===== src/rtl/blocking_nonblocking_pair_if.sv =====
// rtl/blocking_nonblocking_pair_if.sv - data/result bundle for blocking_nonblocking_pair (mismatch under BLK_NBLK_CMP_EN)
interface blocking_nonblocking_pair_if #(
    parameter int WIDTH = 4
);
    logic [WIDTH-1:0] a;
    logic [WIDTH-1:0] b_blk;
    logic [WIDTH-1:0] c_blk;
    logic [WIDTH-1:0] b_nblk;
    logic [WIDTH-1:0] c_nblk;
    logic             vld_blk;
    logic             vld_nblk;
`ifdef BLK_NBLK_CMP_EN
    logic             mismatch;

    modport master (
        output a,
        input  b_blk, c_blk, b_nblk, c_nblk, vld_blk, vld_nblk, mismatch
    );
    modport slave (
        input  a,
        output b_blk, c_blk, b_nblk, c_nblk, vld_blk, vld_nblk, mismatch
    );
`else
    modport master (
        output a,
        input  b_blk, c_blk, b_nblk, c_nblk, vld_blk, vld_nblk
    );
    modport slave (
        input  a,
        output b_blk, c_blk, b_nblk, c_nblk, vld_blk, vld_nblk
    );
`endif
endinterface


===== src/rtl/blocking_nonblocking_pair.sv =====
// rtl/blocking_nonblocking_pair.sv - collapsed vs. two-stage register pair; optional compare flag under BLK_NBLK_CMP_EN
module blocking_nonblocking_pair #(
    parameter int WIDTH = 4
) (
    input  logic                       clk,
    input  logic                       rst,
    blocking_nonblocking_pair_if.slave bus
);
    logic [WIDTH-1:0] b_blk_q;
    logic [WIDTH-1:0] c_blk_q;
    logic [WIDTH-1:0] b_nblk_q;
    logic [WIDTH-1:0] c_nblk_q;
    logic             vld_blk_q;
    logic             vld_nblk_q;

    // "b = a; c = b;" collapses to both registers loading a on the same edge,
    // so c_blk is written straight from a rather than from b_blk_q.
    always_ff @(posedge clk) begin
        if (rst) begin
            b_blk_q <= '0;
            c_blk_q <= '0;
        end else begin
            b_blk_q <= bus.a;
            c_blk_q <= bus.a;
        end
    end

    always_ff @(posedge clk) begin
        if (rst) begin
            b_nblk_q <= '0;
            c_nblk_q <= '0;
        end else begin
            b_nblk_q <= bus.a;
            c_nblk_q <= b_nblk_q;
        end
    end

    // vld_nblk trails vld_blk by one edge, matching the extra stage on c_nblk.
    always_ff @(posedge clk) begin
        if (rst) begin
            vld_blk_q  <= 1'b0;
            vld_nblk_q <= 1'b0;
        end else begin
            vld_blk_q  <= 1'b1;
            vld_nblk_q <= vld_blk_q;
        end
    end

    assign bus.b_blk    = b_blk_q;
    assign bus.c_blk    = c_blk_q;
    assign bus.b_nblk   = b_nblk_q;
    assign bus.c_nblk   = c_nblk_q;
    assign bus.vld_blk  = vld_blk_q;
    assign bus.vld_nblk = vld_nblk_q;

`ifdef BLK_NBLK_CMP_EN
    logic mismatch_q;

    // Compares the values the two c registers are about to take:
    // next c_blk is a, next c_nblk is b_nblk, next vld_nblk is vld_blk.
    always_ff @(posedge clk) begin
        if (rst) begin
            mismatch_q <= 1'b0;
        end else begin
            mismatch_q <= vld_blk_q && (bus.a != b_nblk_q);
        end
    end

    assign bus.mismatch = mismatch_q;
`endif
endmodule


===== src/flat_wrapper.sv =====
// flat-port wrapper written by rule: the top's interface ports become plain ports
module blocking_nonblocking_pair_flat 
#(
    parameter int WIDTH = 4
)
  (clk, rst, bus_a, bus_b_blk, bus_c_blk, bus_b_nblk, bus_c_nblk, bus_vld_blk, bus_vld_nblk);
  blocking_nonblocking_pair_if #(.WIDTH(WIDTH)) bus_i ();
  input  logic clk;
  input  logic rst;
  input wire logic [$bits(bus_i.a)-1:0] bus_a;
  output wire logic [$bits(bus_i.b_blk)-1:0] bus_b_blk;
  output wire logic [$bits(bus_i.c_blk)-1:0] bus_c_blk;
  output wire logic [$bits(bus_i.b_nblk)-1:0] bus_b_nblk;
  output wire logic [$bits(bus_i.c_nblk)-1:0] bus_c_nblk;
  output wire logic [$bits(bus_i.vld_blk)-1:0] bus_vld_blk;
  output wire logic [$bits(bus_i.vld_nblk)-1:0] bus_vld_nblk;
  assign bus_i.a = bus_a;
  assign bus_b_blk = bus_i.b_blk;
  assign bus_c_blk = bus_i.c_blk;
  assign bus_b_nblk = bus_i.b_nblk;
  assign bus_c_nblk = bus_i.c_nblk;
  assign bus_vld_blk = bus_i.vld_blk;
  assign bus_vld_nblk = bus_i.vld_nblk;
  blocking_nonblocking_pair #(.WIDTH(WIDTH)) u_core (.clk(clk), .rst(rst), .bus(bus_i));
endmodule

===== config.mk =====
export PLATFORM = sky130hd
export DESIGN_NAME = blocking_nonblocking_pair_flat
export DESIGN_NICKNAME = d
export VERILOG_FILES = /design/src/rtl/blocking_nonblocking_pair_if.sv /design/src/rtl/blocking_nonblocking_pair.sv /design/src/flat_wrapper.sv
export SDC_FILE = /design/constraint.sdc
export NUM_CORES = 1
export LEC_CHECK = 0
export CAP_MARGIN = 20
export CORE_AREA = 2 2 39 41
export CTS_CLUSTER_SIZE = 24
export DETAILED_ROUTE_END_ITERATION = 12
export DIE_AREA = 0 0 41 43
export PLACE_DENSITY_LB_ADDON = 0.2
export SETUP_SLACK_MARGIN = 0.2
export SYNTH_ARGS = -nofsm -noshare
export SYNTH_HDL_FRONTEND = slang
export SYNTH_SLANG_ARGS = --single-unit

===== constraint.sdc =====
create_clock -name clk -period 0.8 [get_ports clk]
set_input_delay 0.12 -clock clk [delete_from_list [all_inputs] [get_ports clk]]
set_output_delay 0.12 -clock clk [all_outputs]
set_load 0.02 [all_outputs]

* Word-level counts from Yosys, hierarchy flattened *
Cells that the tools add are included.

operators by class
  muxes and demuxes = 1

operators by type and width
  cell              number
  2-to-1 mux 1 bit  1

word-level totals
  logic and storage cells = 5
  input port bits = 6
  output and inout bits = 18
  bits in registers = 10

* Longest topological paths before layout *
Gate-level depths: netlist of the first run.

  depth after elaboration = 1
  depth in mapped cells = 1
  mapped depth without buffers = 1

* Least setup slack after synthesis of the first run *
No wires, ideal clock.

  path type = register -> output
  start point = register u_core.b_nblk_q[0], in the netlist u_core.bus.b_nblk[0]
  end point = output bus_b_nblk[0]
  path buffers = 1
  data arrival time = 0.631 ns
  cell stages (with the launch flop) = 2
  setup slack = 0.049 ns
  cell sequence = dfxtp_1 -> buf_4

RTL lines
  element                 RTL line                         source
  from (decl)             blocking_nonblocking_pair.sv:11  logic [WIDTH-1:0] b_nblk_q;
  from (signal assigned)  blocking_nonblocking_pair.sv:33  b_nblk_q <= bus.a;
  to (decl)               flat_wrapper.sv:13               output wire logic [$bits(bus_i.b_nblk)-1:0] bus_b_nblk;

No word-level cell between the ends.

==> results.cfg, run 1 <==
[global_route]
grt_pass1_wl_um = 848
grt_max_degree = 7
grt.overflow.total = 0
track_usage_pct = 7.68
grt_pass1_vias = 213
antenna_found_initial = 0

[placed_design]
place_area_um2 = 542
dp.cells = 61
place_congestion = 0.587
io_buffer_count = 23
preCtsSetupSlack_ns = -0.253

[timing]
rsz0062_at_grt = yes
setup_ws_ns = -0.0654
drv_slew = 0
tightest_slew_ns = 0.0872
slew_headroom_pct = 94.2
fin_skew_ns = 0.0000449
final-hold-violation-count = 0
whs_ns = 0.281
finalSetupViolations = 18
period_needed_ns = 0.865
max_freq_mhz = 1160
timing.setup.tns_ns = -0.830
finalCritPeriodShare_pct = 108

[floorplanning]
rows = 14
die_area_um2 = 1760
pin_count = 24
die_h_um = 43
die_w_um = 41
initial_core_util_pct = 23.1
coreArea_um2 = 1380

[critical_path]
critical_path.max_fanout = 4
worst_setup_path_start_kind = register
crit_chain = buf_6
worstSetupPathType = reg2out
critPathMaxStageDelay_ns = 0.36
r2r_start = u_core.bus.b_nblk[0]
reg2reg_setup_slack_ns = 0.21
cp.required_ns = 0.68
r2r-end = u_core.bus.c_nblk[0]
crit_slowest_cell = dfxtp_4
path_delay_family = flip-flops
cp_num_buf_inv = 1
rr_worst_depth = 1
endpoint_kind = output pin
arrival_ns = 0.75

[yosys]
seq_area_frac_synth_pct = 62.5
syn_nets = 34
ys_ff_latch = 10
syn_area_um2 = 320
synth.avg_cell_area_um2 = 11.4
syn_inst = 28
ys_types = 4
yosysWarnings = 0

[final_layout]
post-route-util_pct = 44.0
finish.instance_area_um2 = 609
diodes = 0
layout-drive-gt1-share_pct = 69.4
syn_to_final_growth_pct = 90.2
final_nets = 56
stdcell_count = 65

[clock_tree]
clockBufferDepth = 2
insertion_delay_ns = 0.26
post-cts-setup-buffers = 0
cts_tree = built
clk_pin_slew_ns = 0.07
cts_root_buf = clkbuf_4
cts_buffers = 3
htreeDepth = 1
cts_sinks = 10

[drt]
vias = 241
drtAntennaViolNets = 0
wl_per_cell_um = 8.42
drtIter0Drc = 4
drc = 0
wl_um = 547
vias_per_cell = 3.71
drt_pass1_iterations = 3

[power_and_ir_drop]
p_leak_nw = 0.275
report.power.total_mw = 1.19
vdd_drop_max_mv = 1.04
powerDensity_nw_per_um2 = 1950

[worst_hold_path]
holdPathStages = 3
min_path_type = in2reg
min_to = u_core.bus.c_nblk[3]
hold_path_startpoint = rst

[run_status]
status = complete, but fails checks
violations = negative setup slack

[job]
maxCapViolCount = 0
==> synthesized netlist by cell type <==
library cell | n | area (um^2)
dfxtp_1 | 10 | 200
buf_4 | 8 | 60.1
inv_1 | 1 | 3.75
nor2b_1 | 9 | 56.3
==> flip-flops by register name, indices dropped and copies added, names as in the netlist <==
| register | flops |
|---|---|
| u_core.bus.b_nblk | 4 |
| u_core.bus.c_nblk | 4 |
| u_core.bus.vld_blk | 1 |
| u_core.bus.vld_nblk | 1 |
==> report_power, final <==
group	total, mW	switching, mW	internal, mW
Sequential	0.541	0.0216	0.519
Combinational	0.206	0.0864	0.119
Clock	0.440	0.164	0.276
==> cells by family after synthesis <==
logic type	after synthesis	share of synthesized area (%)
AND/OR/NAND/NOR	9	17.6
flip-flops	10	62.5
buffers and inverters	9	19.9
==> cells in the final DEF, fill, tap and decap left out <==
cell type	netlist	layout
nor2b_1	9	9
clkbuf_4	0	3
clkbuf_8	0	1
inv_1	1	1
dfxtp_2	0	6
dfxtp_4	0	4
buf_4	8	1
clkdlybuf4s50_1	0	4
dlygate4sd2_1	0	1
buf_6	0	19
==> timing repair <==
| item | in CTS | in global routing |
|---|---|---|
| endpoints found under the setup margin | 24 | 18 |
| resized for setup | 115 | 0 |
| hold buffers | 0 | 0 |
==> layout make-up <==
cell class / count / area (um^2)
multi-input combinational: 9 / 56.3
fill: 139 / 774
inverter: 1 / 3.75
sequential: 10 / 223
tap: 16 / 20.0
clock buffer: 4 / 36.3
timing repair buffer: 25 / 270
==> worst max-delay path by stage <==
stage	startpoint	end	slack [ns]	depth (start not counted)
after floorplan	u_core.bus.b_nblk[0]	bus_b_nblk[0]	0.18	1
after global placement	u_core.bus.b_nblk[0]	bus_c_blk[0]	-0.25	1
after detailed placement	u_core.bus.b_nblk[0]	bus_c_blk[0]	-0.25	1
after CTS	u_core.bus.b_nblk[3]	bus_b_nblk[3]	-0.08	1
after global routing	u_core.bus.b_nblk[3]	bus_c_blk[3]	-0.11	1
final	u_core.bus.b_nblk[3]	bus_c_blk[3]	-0.07	1
==> metal layers <==
metal	vias to the layer above	track usage [%]	share of wire (%)	wire (um)
met3	0	5.24	10	57
met1	112	6.89	36	197
met2	12	11.3	53	292
met4	0	6.00	0	0
met5	-	0	0	0
li1	117	-	-	-
Power figures use the tool's default switching activity.
==> run 2: changes to the inputs <==
--- a/config.mk
+++ b/config.mk
@@ -5,13 +5,14 @@
 export SDC_FILE = /design/constraint.sdc
 export NUM_CORES = 1
 export LEC_CHECK = 0
+export ABC_AREA = 1
 export CAP_MARGIN = 20
 export CORE_AREA = 2 2 39 41
-export CTS_CLUSTER_SIZE = 24
 export DETAILED_ROUTE_END_ITERATION = 12
 export DIE_AREA = 0 0 41 43
 export PLACE_DENSITY_LB_ADDON = 0.2
 export SETUP_SLACK_MARGIN = 0.2
+export SKIP_LAST_GASP = 1
 export SYNTH_ARGS = -nofsm -noshare
 export SYNTH_HDL_FRONTEND = slang
 export SYNTH_SLANG_ARGS = --single-unit
==> results.cfg, run 2 <==
[yosys]
syn_area_um2 = 343
synthArstFlopShare_pct = 0
seq_area_frac_synth_pct = 58.4
ys_ff_latch = 10
syn_nets = 44
syn_inst = 38
ys_types = 5
yosysTopAreaCell = dfxtp_1
synth_top_cell_area_share_pct = 58.4
synth.avg_cell_area_um2 = 9.02
ys_top_cells_by_count = dfxtp_1 (10), inv_1 (10), nor2_1 (9), buf_4 (8), buf_6 (1)
synthTopCellsByArea = dfxtp_1 (58%), buf_4 (18%), inv_1 (11%), nor2_1 (9.9%), buf_6 (3.3%)
synth_edf_count = 0
synth-main-ff-cell = dfxtp_1
yosysWarnings = 0

[drt]
vias_per_cell = 3.50
drt_pass1_iterations = 1
drtIter0Drc = 0
wl_per_cell_um = 6.77
vias = 259
drtAntennaViolNets = 0
wl_um = 501
drc = 0

[power_and_ir_drop]
p_leak_nw = 0.308
powerDensity_nw_per_um2 = 1740
sw_frac_of_total_pct = 24.2
report.power.total_mw = 1.07
power.switching_mw = 0.260
seq_power_share_pct = 50.5
pwr-share-comb_pct = 19.9
vdd_drop_max_mv = 0.847
internal_power_mw = 0.812
clkPwrFrac_pct = 29.6

[timing]
drv_slew = 0
finalSetupViolations = 18
fin_skew_ns = 0.00115
rsz0062_at_grt = yes
tightest_slew_ns = 0.0898
finalCritPeriodShare_pct = 107
whs_ns = 0.284
final-hold-violation-count = 0
period_needed_ns = 0.857
max_freq_mhz = 1170
slew_headroom_pct = 94.0
setup_ws_ns = -0.0573

[clock_tree]
hold_buffers = 0
insertion_delay_ns = 0.25
cts_root_buf = clkbuf_4
clockBufferDepth = 2
htreeDepth = 1
cts_buffers = 3
clk_pin_slew_ns = 0.06
cts_tree = built
cts_sinks = 10

[placed_design]
dp.cells = 70
io_buffer_count = 23
place_congestion = 0.511
preCtsSetupSlack_ns = -0.253
hpwl_um = 400

[floorplanning]
initial_core_util_pct = 24.8
die_h_um = 43
rows = 14
pin_count = 24
die_w_um = 41
coreArea_um2 = 1380
die_area_um2 = 1760

[final_layout]
final_common_cell = buf_6
syn_to_final_growth_pct = 79.9
most-common-layout-cells = buf_6 (19), inv_1 (9), nor2_1 (8)
fillers = 143
diodes = 0
final_nets = 66
layout-drive-gt1-share_pct = 62.1
post-route-util_pct = 44.6
stdcell_count = 74

[global_route]
grt_pass1_wl_um = 690
grt.overflow.total = 0
grt_pass1_vias = 200
grt_max_degree = 7
track_usage_pct = 6.25
antenna_found_initial = 0

[critical_path]
path_delay_family = flip-flops
critical_path.max_fanout = 4
arrival_ns = 0.74
critPathMaxStageDelay_ns = 0.36
r2r_start = u_core.bus.b_nblk[3]
crit_slowest_cell = dfxtp_4
endpoint_kind = output pin
crit_path_start = u_core.bus.b_nblk[3]
worstSetupPathType = reg2out
cp.required_ns = 0.68
cp_num_buf_inv = 1
worst_setup_path_start_kind = register
crit_chain = buf_6

[job]
maxCapViolCount = 0

[worst_hold_path]
min_path_type = in2reg
hold_path_startpoint = rst

[run_status]
violations = negative setup slack
status = complete, but fails checks
run 2: cell types whose count changed after synthesis, sizes merged:
| cell | delta |
|---|---|
| nor2b | -9 |
| inv | +9 |
| nor2 | +9 |
| buf | +1 |
run 2: routing by layer:
layer	track usage, %	wire length [um]
met5	0	0
met4	6.00	0
met2	9.06	272
met1	5.86	175
met3	3.14	52
run 2: area by class of cell:
class                      count  area (um^2)  share of cell area, %
timing repair buffer          26          278                   45.0
clock buffer                   3         22.5                   3.65
inverter                      10         37.5                   6.09
tap                           16         20.0                   3.25
multi-input combinational      9         36.3                   5.88
sequential                    10          223                   36.1
run 2: power by group through the flow:
| stage | clock [mW] | sequential, mW | combinational [mW] |
|---|---|---|---|
| after CTS | 0.340 | 0.542 | 0.210 |
| after global placement | 0 | 0.540 | 0.200 |
| after detailed placement | 0 | 0.542 | 0.201 |
| after global routing | 0.354 | 0.544 | 0.229 |
| after floorplan | 0 | 0.576 | 0.0958 |
| final | 0.317 | 0.541 | 0.213 |
run 2: through the flow:
| step | TNS [ns] | cell area [um^2] |
|---|---|---|
| 5_1_grt | -1.11 | 617 |
| 4_1_cts | -0.939 | 607 |
| 3_3_place_gp | -5.01 | 553 |
| 3_5_place_dp | -5.03 | 553 |
| 2_1_floorplan | 0 | 389 |
| 6_report | -0.679 | 617 |
run 2: what timing repair did:
item,in CTS,in global routing
cloned,0,0
endpoints found under the setup margin,28,19
pin swaps,0,1
buffers inserted,0,1
resized for setup,115,2
run 2: worst paths after layout:
kind,endpoint,slack [ns],cells past startpoint
hold reg to reg,u_core.bus.vld_nblk,0.42,2
hold / removal,u_core.bus.c_nblk[3],0.28,3
setup reg to reg,u_core.bus.c_nblk[3],0.14,3
setup / recovery,bus_b_blk[3],-0.06,1
run 2: cell families after synthesis:
group | share of synthesized area, %
buffers and inverters | 31.8
flip-flops | 58.4
AND/OR/NAND/NOR | 9.85
==> run 3: changes to the inputs <==
--- a/config.mk
+++ b/config.mk
@@ -10,6 +10,7 @@
 export CORE_AREA = 2 2 39 41
 export DETAILED_ROUTE_END_ITERATION = 12
 export DIE_AREA = 0 0 41 43
+export DONT_BUFFER_PORTS = 1
 export PLACE_DENSITY_LB_ADDON = 0.2
 export SETUP_SLACK_MARGIN = 0.2
 export SKIP_LAST_GASP = 1
==> results.cfg, run 3 (synthesis gave the netlist of run 2 again) <==
[critical_path]
worst_setup_path_start_kind = register
worstSetupPathType = reg2out
cp.required_ns = 0.68
critical_path.max_fanout = 4
endpoint_kind = output pin
arrival_ns = 0.71

[final_layout]
syn_to_final_growth_pct = 17.2
post-route-util_pct = 29.0
layout-drive-gt1-share_pct = 45.9
multiInputGateArea_um2 = 33.8
stdcell_count = 53
diodes = 0
most-common-layout-cells = dfxtp_4 (10), nor2_1 (9), inv_1 (6)
fillers = 158
finish.instance_area_um2 = 402
final_common_cell = dfxtp_4
final_nets = 45
final-seq-area_um2 = 238

[timing]
finalCritPeriodShare_pct = 104
period_needed_ns = 0.835
tightest_slew_ns = 0.196
final-hold-violation-count = 5
rsz0062_at_grt = yes
drv_slew = 0
slew_headroom_pct = 86.9
max_freq_mhz = 1200
finalSetupViolations = 12
fin_skew_ns = 0.000989
whs_ns = -0.0829
timing.setup.tns_ns = -0.393
setup_ws_ns = -0.0349

[clock_tree]
cts_buffers = 3
cts_sinks = 10
insertion_delay_ns = 0.25
cts_root_buf = clkbuf_4
clockBufferDepth = 2
htreeDepth = 1
hold_buffers = 5
clk_pin_slew_ns = 0.06
post-cts-setup-buffers = 0
cts_tree = built

[floorplanning]
pin_count = 24
initial_core_util_pct = 24.8
die_w_um = 41
rows = 14
die_area_um2 = 1760
die_h_um = 43
coreArea_um2 = 1380

[power_and_ir_drop]
power.switching_mw = 0.237
sw_frac_of_total_pct = 25.2
p_leak_nw = 0.188
internal_power_mw = 0.706
vdd_drop_max_mv = 0.690
powerDensity_nw_per_um2 = 2350
pwr-share-comb_pct = 3.9
seq_power_share_pct = 61.9
clkPwrFrac_pct = 34.3

[run_status]
status = complete, but fails checks
violations = negative hold slack, negative setup slack

[drt]
vias = 182
drt_pass1_iterations = 1
wl_um = 464
drtAntennaViolNets = 0
wl_per_cell_um = 8.75
vias_per_cell = 3.43
drtIter0Drc = 0
drc = 0

[global_route]
track_usage_pct = 6.92
grt_max_degree = 11
antenna_found_initial = 0
grt.overflow.total = 0
grt_pass1_vias = 189
grt_pass1_wl_um = 752

[placed_design]
hpwl_um = 328
place_area_um2 = 308
io_buffer_count = 0
preCtsSetupSlack_ns = 0.162
place_congestion = 0.493
dp.cells = 45

[worst_hold_path]
min_path_type = in2reg

[job]
maxCapViolCount = 0
[run 3: cell count changes in the layout (fill, tap and decap cells not counted), sizes merged]
cell	previous run	this run
dlygate4sd2	1	0
dlygate4sd3	0	5
clkdlybuf4s50	4	0
buf	21	0
[run 3: per-stage QoR]
stage | power [mW] | hold WS [ns]
final | 0.943 | -0.0829
after CTS | 0.967 | -0.0937
after detailed placement | 0.623 | 0.180
after floorplan | 0.672 | 0.217
after global placement | 0.622 | 0.178
after global routing | 1.01 | -0.105
[run 3: timing repair]
item,4_1_cts,5_1_grt
resized for setup,13,2
endpoints found under the hold margin,10,5
setup endpoints to repair,22,22
pin swaps,0,2
[run 3: final timing paths]
check / from / end / slack, ns / cells past startpoint
worst min register to register: u_core.bus.vld_blk / u_core.bus.vld_nblk / 0.48 / 2
worst max register to register: u_core.bus.b_nblk[3] / u_core.bus.c_nblk[3] / 0.15 / 2
worst max-delay path: u_core.bus.b_nblk[3] / bus_c_blk[3] / -0.03 / 0
worst min-delay path: rst / u_core.bus.c_nblk[1] / -0.08 / 1
[run 3: power by group through the flow]
stage                     clock [mW]  sequential, mW  combinational [mW]
after floorplan                    0           0.576              0.0958
after global placement             0           0.605              0.0171
after detailed placement           0           0.605              0.0177
after CTS                      0.347           0.584              0.0364
after global routing           0.380           0.590              0.0424
final                          0.323           0.584              0.0363
[run 3: per-layer routing]
| metal | up-vias | global-route usage, % | wire length [um] |
|---|---|---|---|
| met2 | 9 | 9.69 | 250 |
| met3 | 0 | 4.71 | 51 |
| met4 | 0 | 6.00 | 0 |
| met1 | 80 | 6.41 | 162 |
| li1 | 93 | - | - |
| met5 | - | 0 | 0 |
[run 3: cell type report]
cell class	instances	area share, %
Timing Repair Buffer	5	12.5
Sequential cell	10	59.2
Multi-Input combinational cell	9	8.41
Inverter	10	9.35
Tap cell	16	4.98
Clock buffer	3	5.61
